## config.mk

```make
export PLATFORM = sky130hd
export DESIGN_NAME = control_botones
export DESIGN_NICKNAME = d
export VERILOG_FILES = /design/src/rtl/gato_pkg.sv /design/src/rtl/control_botones_antirrebote.sv /design/src/rtl/control_botones.sv
export SDC_FILE = /design/constraint.sdc
export NUM_CORES = 1
export LEC_CHECK = 0
export ABC_AREA = 1
export BUFFER_PORTS_ARGS = -buffer_cell sky130_fd_sc_hd__buf_2
export CORE_ASPECT_RATIO = 0.7
export CORE_MARGIN = 3
export CORE_UTILIZATION = 35
export DETAILED_ROUTE_END_ITERATION = 10
export HOLD_SLACK_MARGIN = 0.1
export PLACE_DENSITY = 0.57
export SETUP_SLACK_MARGIN = 0.1
export SLEW_MARGIN = 40
export SYNTH_ARGS = -nofsm -noshare
export SYNTH_HDL_FRONTEND = slang
export SYNTH_SLANG_ARGS = --single-unit
```

## constraint.sdc

```tcl
create_clock -name clk -period 3.3 [get_ports clk]
set_input_delay 0.825 -clock clk [delete_from_list [all_inputs] [get_ports clk]]
set_output_delay 0.825 -clock clk [all_outputs]
set_load 0.005 [all_outputs]
```

## src/rtl/gato_pkg.sv

```systemverilog
// Shared definitions for the tic-tac-toe cursor front end.
// Holds button indices, button count, FSM state type and priority helpers.
package gato_pkg;

    localparam int NUM_BTN = 5;
    localparam int IDX_W   = 3;

    // Button indices are listed in priority order: a lower index wins.
    localparam int BTN_ARRIBA    = 0;
    localparam int BTN_ABAJO     = 1;
    localparam int BTN_DERECHA   = 2;
    localparam int BTN_IZQUIERDA = 3;
    localparam int BTN_MARCAR    = 4;

    typedef enum logic [1:0] {
        ST_IDLE,
        ST_EMIT,
        ST_GAP
    } estado_t;

    // Highest priority pending button (lowest index set).
    function automatic logic [IDX_W-1:0] prioridad(
        input logic [NUM_BTN-1:0] pend
    );
        prioridad = IDX_W'(BTN_MARCAR);
        for (int i = NUM_BTN - 1; i >= 0; i--) begin
            if (pend[i]) prioridad = IDX_W'(i);
        end
    endfunction

    // Directions auto-repeat; marcar never does.
    function automatic logic es_direccion(input logic [IDX_W-1:0] idx);
        es_direccion = (idx != IDX_W'(BTN_MARCAR));
    endfunction

endpackage

```

## src/rtl/control_botones_antirrebote.sv

```systemverilog
// antirrebote: 2-flop synchroniser plus debounce counter for one button.
// Ports: clk, reset (sync, active-high), raw in; level (debounced), rise (1-cycle strobe) out.
module antirrebote #(
    parameter int DEBOUNCE_CYCLES = 500000
) (
    input  logic clk,
    input  logic reset,
    input  logic raw,
    output logic level,
    output logic rise
);

    localparam int CW = (DEBOUNCE_CYCLES > 1) ? $clog2(DEBOUNCE_CYCLES) : 1;

    logic          sync1;
    logic          sync2;
    logic [CW-1:0] cnt;

    // The counter only runs while the synchronised sample disagrees with
    // the accepted level; any agreeing sample restarts the count.
    always_ff @(posedge clk) begin
        if (reset) begin
            sync1 <= 1'b0;
            sync2 <= 1'b0;
            cnt   <= '0;
            level <= 1'b0;
            rise  <= 1'b0;
        end else begin
            sync1 <= raw;
            sync2 <= sync1;
            rise  <= 1'b0;
            if (sync2 == level) begin
                cnt <= '0;
            end else if (cnt == CW'(DEBOUNCE_CYCLES - 1)) begin
                level <= sync2;
                rise  <= sync2;
                cnt   <= '0;
            end else begin
                cnt <= cnt + 1'b1;
            end
        end
    end

endmodule

```

## src/rtl/control_botones.sv

```systemverilog
// control_botones: debounced, arbitrated, auto-repeating button commands.
// Ports: clk, reset, enable, five raw buttons in; five 1-cycle pulses and ocupado out.
module control_botones
    import gato_pkg::*;
#(
    parameter int DEBOUNCE_CYCLES = 500000,
    parameter int GAP_CYCLES      = 4,
    parameter int REPEAT_DELAY    = 25000000,
    parameter int REPEAT_PERIOD   = 10000000
) (
    input  logic clk,
    input  logic reset,
    input  logic enable,
    input  logic btn_arriba,
    input  logic btn_abajo,
    input  logic btn_derecha,
    input  logic btn_izquierda,
    input  logic btn_marcar,
    output logic arriba,
    output logic abajo,
    output logic derecha,
    output logic izquierda,
    output logic marcar,
    output logic ocupado
);

    localparam int GW      = (GAP_CYCLES > 1) ? $clog2(GAP_CYCLES) : 1;
    localparam int RPT_MAX = (REPEAT_DELAY > REPEAT_PERIOD) ? REPEAT_DELAY : REPEAT_PERIOD;
    localparam int RW      = $clog2(RPT_MAX + 1);

    logic [NUM_BTN-1:0] raw;
    logic [NUM_BTN-1:0] level;
    logic [NUM_BTN-1:0] rise;

    estado_t            state, state_next;
    logic [IDX_W-1:0]   sel, sel_next;
    logic [GW-1:0]      gap_cnt, gap_next;
    logic [NUM_BTN-1:0] pend, pend_next, pend_clr;

    logic               rpt_active, rpt_active_next;
    logic [IDX_W-1:0]   rpt_idx, rpt_idx_next;
    logic [RW-1:0]      rpt_cnt, rpt_cnt_next;
    logic [NUM_BTN-1:0] rpt_fire;

    logic [NUM_BTN-1:0] pulse;

    assign raw = {btn_marcar, btn_izquierda, btn_derecha, btn_abajo, btn_arriba};

    for (genvar i = 0; i < NUM_BTN; i++) begin : g_btn
        antirrebote #(
            .DEBOUNCE_CYCLES(DEBOUNCE_CYCLES)
        ) u_deb (
            .clk  (clk),
            .reset(reset),
            .raw  (raw[i]),
            .level(level[i]),
            .rise (rise[i])
        );
    end

    // The last GAP cycle goes straight to EMIT when work is pending, so
    // back-to-back commands are spaced by exactly GAP_CYCLES low cycles.
    always_comb begin
        state_next = state;
        sel_next   = sel;
        gap_next   = gap_cnt;
        pend_clr   = '0;
        unique case (state)
            ST_IDLE: begin
                if (enable && |pend) begin
                    sel_next   = prioridad(pend);
                    state_next = ST_EMIT;
                end
            end
            ST_EMIT: begin
                pend_clr   = NUM_BTN'(1) << sel;
                gap_next   = GW'(GAP_CYCLES - 1);
                state_next = ST_GAP;
            end
            ST_GAP: begin
                if (gap_cnt == '0) begin
                    if (enable && |pend) begin
                        sel_next   = prioridad(pend);
                        state_next = ST_EMIT;
                    end else begin
                        state_next = ST_IDLE;
                    end
                end else begin
                    gap_next = gap_cnt - 1'b1;
                end
            end
            default: state_next = ST_IDLE;
        endcase
    end

    // Repeat timer. Firing sets pending one cycle before the pulse, hence
    // the delay load is REPEAT_DELAY-3 (emit cycle, fire cycle, idle check)
    // and the period reload is REPEAT_PERIOD-1.
    always_comb begin
        rpt_active_next = rpt_active;
        rpt_idx_next    = rpt_idx;
        rpt_cnt_next    = rpt_cnt;
        rpt_fire        = '0;
        if (rpt_active) begin
            if (!level[rpt_idx]) begin
                rpt_active_next = 1'b0;
                rpt_cnt_next    = '0;
            end else if (rpt_cnt == '0) begin
                rpt_fire     = NUM_BTN'(1) << rpt_idx;
                rpt_cnt_next = RW'(REPEAT_PERIOD - 1);
            end else begin
                rpt_cnt_next = rpt_cnt - 1'b1;
            end
        end
        // A repeat of the button already being timed keeps its cadence;
        // any other command restarts or stops the timer.
        if (state == ST_EMIT && !(rpt_active && rpt_idx == sel)) begin
            rpt_fire = '0;
            if (es_direccion(sel)) begin
                rpt_active_next = 1'b1;
                rpt_idx_next    = sel;
                rpt_cnt_next    = RW'(REPEAT_DELAY - 3);
            end else begin
                rpt_active_next = 1'b0;
                rpt_cnt_next    = '0;
            end
        end
        if (!enable) begin
            rpt_active_next = 1'b0;
            rpt_cnt_next    = '0;
            rpt_fire        = '0;
        end
    end

    assign pend_next = enable ? ((pend & ~pend_clr) | rise | rpt_fire) : '0;

    always_ff @(posedge clk) begin
        if (reset) begin
            state      <= ST_IDLE;
            sel        <= '0;
            gap_cnt    <= '0;
            pend       <= '0;
            rpt_active <= 1'b0;
            rpt_idx    <= '0;
            rpt_cnt    <= '0;
        end else begin
            state      <= state_next;
            sel        <= sel_next;
            gap_cnt    <= gap_next;
            pend       <= pend_next;
            rpt_active <= rpt_active_next;
            rpt_idx    <= rpt_idx_next;
            rpt_cnt    <= rpt_cnt_next;
        end
    end

    assign pulse     = (state == ST_EMIT) ? (NUM_BTN'(1) << sel) : '0;
    assign arriba    = pulse[BTN_ARRIBA];
    assign abajo     = pulse[BTN_ABAJO];
    assign derecha   = pulse[BTN_DERECHA];
    assign izquierda = pulse[BTN_IZQUIERDA];
    assign marcar    = pulse[BTN_MARCAR];
    assign ocupado   = (state != ST_IDLE);

endmodule

```

==> flow_metrics.tcl <==
set metrics [dict create \
    track_usage_pct 14.6 \
    fin_crit_ns 2.71 \
    rsz0062_at_grt "no" \
    core_mm2 0.0211 \
    switching_share_pct 21.6 \
    synth.area.mux_share_pct 0 \
    die_h_um 130 \
    cts_tree "yes" \
    status "finished, final reports clean" \
    fp.dieArea_mm2 0.0238 \
    finClkSkew_ns 0.0172 \
    setup.worst_path.class "reg -> out" \
    place_area_mm2 0.00804 \
    numCtsBuffers 17 \
    via_count 6378 \
    start_kind "flip-flop" \
    ys_types 37 \
    setup_viol 0 \
    finalWirelength_mm 16.2 \
    syn_area_per_cell_um2 7.01 \
    hold_viol_final 0 \
    drc_errors 0 \
    ys_seq_area_share_pct 40.6 \
    cts_hold_buf 0 \
    grt_overflow 0 \
    comb_power_share_pct 1.2 \
    std_cell_rows 44 \
    p_switching_mw 0.856 \
    dp_hpwl_mm 11.7 \
    cts_resized 0 \
    relSlewSlack_pct 58.9 \
    ys_warn_count 0 \
    cts.sinks 156 \
    drt.antenna.violating_nets 0 \
    cts_setup_buffers 0 \
    irDropWorstVdd_v 0.000343 \
    cp.arrival_ns 1.89 \
    synth_ff_type "dfxtp_1" \
    synth_top_area_share_pct 40.6 \
    io_pins 14 \
    n_antenna_cell 0 \
    period_share_pct 82.1 \
    clockBufferDepth 2 \
    synth_top_cell_by_area "dfxtp_1" \
    synth_area_mm2 0.00770 \
    cp.required_ns 2.47 \
    cap_violations 0 \
    first_pass_iters 5 \
    synth_top_family_by_area "simple AND/OR/NAND/NOR gates" \
    clkPwrFrac_pct 51.0 \
    cts-root-buf "clkbuf_16" \
    yosys.cell_count.top_type "nand2_1" \
    area_growth_pct 12.5 \
    yosys.area_share.simple_pct 35.7 \
    routedWlPerCell_um 11.5 \
    drt_iter0_drc 370 \
    final-instance-count-excl-fill 1407 \
    min_path_cells 2 \
    antenna_found_initial 0 \
    fillers 2276 \
    fin_area_mm2 0.00866 \
    synthCells 1098 \
    slew_viol_final 0 \
    clk_pin_slew_ns 0.06 \
    synth_adder_area_share_pct 1.14 \
    gp_congestion 0.837 \
    async_flop_share_pct 0 \
    worst_slew_pin_slew_ns 0.615 \
    die_width_um 183 \
    synth_area_leaders "dfxtp_1, nand2_1, nor2_1, inv_1, a21oi_1" \
    min_path_type "reg -> reg" \
    initial_utilization_pct 36.4 \
    p_leak_nw 3.31 \
    p_int_mw 3.11 \
    htreeDepth 4 \
    place_inst 1375 \
    grt_max_degree 20 \
    fin_nets 1133 \
    p_per_area_mw_per_mm2 458 \
    grt_first_pass_wirelength_mm 28.4 \
    yosys-top-cells-count "nand2_1, nor2_1, dfxtp_1, inv_1, a21oi_1" \
    synth_edf_count 0 \
    ys_ff_latch 156 \
    numPortBuffers 13 \
    drive_gt1_share_pct 9.81 \
    seq_power_share_pct 47.8 \
    vias_per_cell 4.53 \
    cp-end-kind "output pin" \
    fmax_mhz 369 \
    synth_nets 1113 \
    grt_pass1_vias 5892 \
    yosys.area_share.xor_xnor_pct 6.26 \
    clk_latency_ns 0.43 \
    synth_compound_area_share_pct 7.74 \
    path_max_fanout 4 \
    reg2reg_depth 8 \
    setup_tns_ns 0 \
]
==> area by class of cell <==
cell class                 count  area [um^2]  share of cell area, %
tap                          276          345                   3.99
multi-input combinational    774         3910                   45.2
clock buffer                  21          480                   5.55
clock inverter                11          134                   1.55
sequential                   156         3120                   36.1
inverter                     154          579                   6.69
timing repair buffer          15         80.1                  0.925
==> worst max-delay path, cell delays in order, from the launching register on <==
cell	delay, ns
dfxtp_1	0.34
inv_1	0.07
nor2_2	0.23
inv_1	0.14
nor2_1	0.28
nand3_1	0.17
inv_1	0.12
buf_2	0.12
==> per-layer routing <==
layer	vias up	part of all wire, %	track usage, %
li1	3523	-	-
met1	2765	59	22.4
met2	80	37	19.8
met3	10	3.8	3.90
met4	0	0.82	4.25
met5	-	0	0
==> cells in the final DEF, fill, tap and decap left out, types with 2 or more instances in the layout <==
cell / netlist / layout
bufinv_16: 0 / 2
nand4_1: 23 / 23
nand2_2: 7 / 7
nor4_1: 9 / 9
dfxtp_1: 156 / 156
inv_2: 4 / 4
xnor2_1: 13 / 13
nor2_1: 160 / 160
buf_2: 7 / 13
nand3_1: 63 / 63
xor2_1: 42 / 42
nand3b_1: 5 / 5
ha_1: 7 / 7
nand2_4: 3 / 3
buf_4: 1 / 2
clkbuf_16: 0 / 17
nor3_1: 34 / 34
nor2_4: 7 / 7
a31oi_1: 3 / 3
inv_1: 149 / 149
nand3_2: 5 / 5
clkinvlp_4: 0 / 3
o21ai_0: 28 / 28
clkinv_4: 0 / 3
clkinv_2: 1 / 2
clkbuf_8: 0 / 4
nor2_2: 17 / 17
nor3b_1: 9 / 9
nand3_4: 2 / 2
nand2_1: 241 / 241
or2_2: 11 / 11
a21oi_2: 5 / 5
a21oi_1: 74 / 74
==> kinds of logic after synthesis <==
group,count (synthesis)
adder cells (fa/ha/maj),7
buffers and inverters,168
AND/OR/NAND/NOR,599
XOR/XNOR,55
flip-flops,156
AO/OA/AOI/OAI,113
==> flip-flops by register name, summed over array words and instances (netlist names), 2 cells and up <==
register,flops
sel,3
state,2
gap_cnt,2
g_btn.u_deb.sync2,5
g_btn.u_deb.sync1,5
rpt_idx,3
rpt_cnt,25
pend,5
g_btn.u_deb.rise,5
g_btn.u_deb.level,5
g_btn.u_deb.cnt,95
==> power groups by stage <==
stage | clock network, mW | logic [mW] | registers, mW
after floorplan | 0 | 0.0316 | 1.94
after global placement | 0 | 0.0461 | 1.94
after detailed placement | 0 | 0.0469 | 1.94
after CTS | 2.09 | 0.0472 | 1.89
after global routing | 2.17 | 0.0524 | 1.89
final | 2.02 | 0.0463 | 1.89
==> metrics by stage <==
stage / utilization, % / power [mW] / setup slack, ns / hold WS (ns)
finish: 40.9 / 3.96 / 0.590 / 0.402
global route: 40.9 / 4.12 / 0.408 / 0.427
CTS: 40.9 / 4.03 / 0.553 / 0.405
detailed placement: 38.0 / 1.98 / 0.982 / 0.397
global placement: 38.0 / 1.98 / 1.06 / 0.390
floorplan: - / 1.97 / 1.43 / 0.388
==> final timing paths <==
check	from	end	slack (ns)
worst max-delay path	state[0]	derecha	0.59
worst min-delay path	g_btn[0].u_deb.sync1	g_btn[0].u_deb.sync2	0.40
worst max register to register	g_btn[3].u_deb.cnt[0]	g_btn[3].u_deb.cnt[15]	1.27
worst min register to register	g_btn[0].u_deb.sync1	g_btn[0].u_deb.sync2	0.40
No activity file was read; power rests on OpenSTA's default activity.
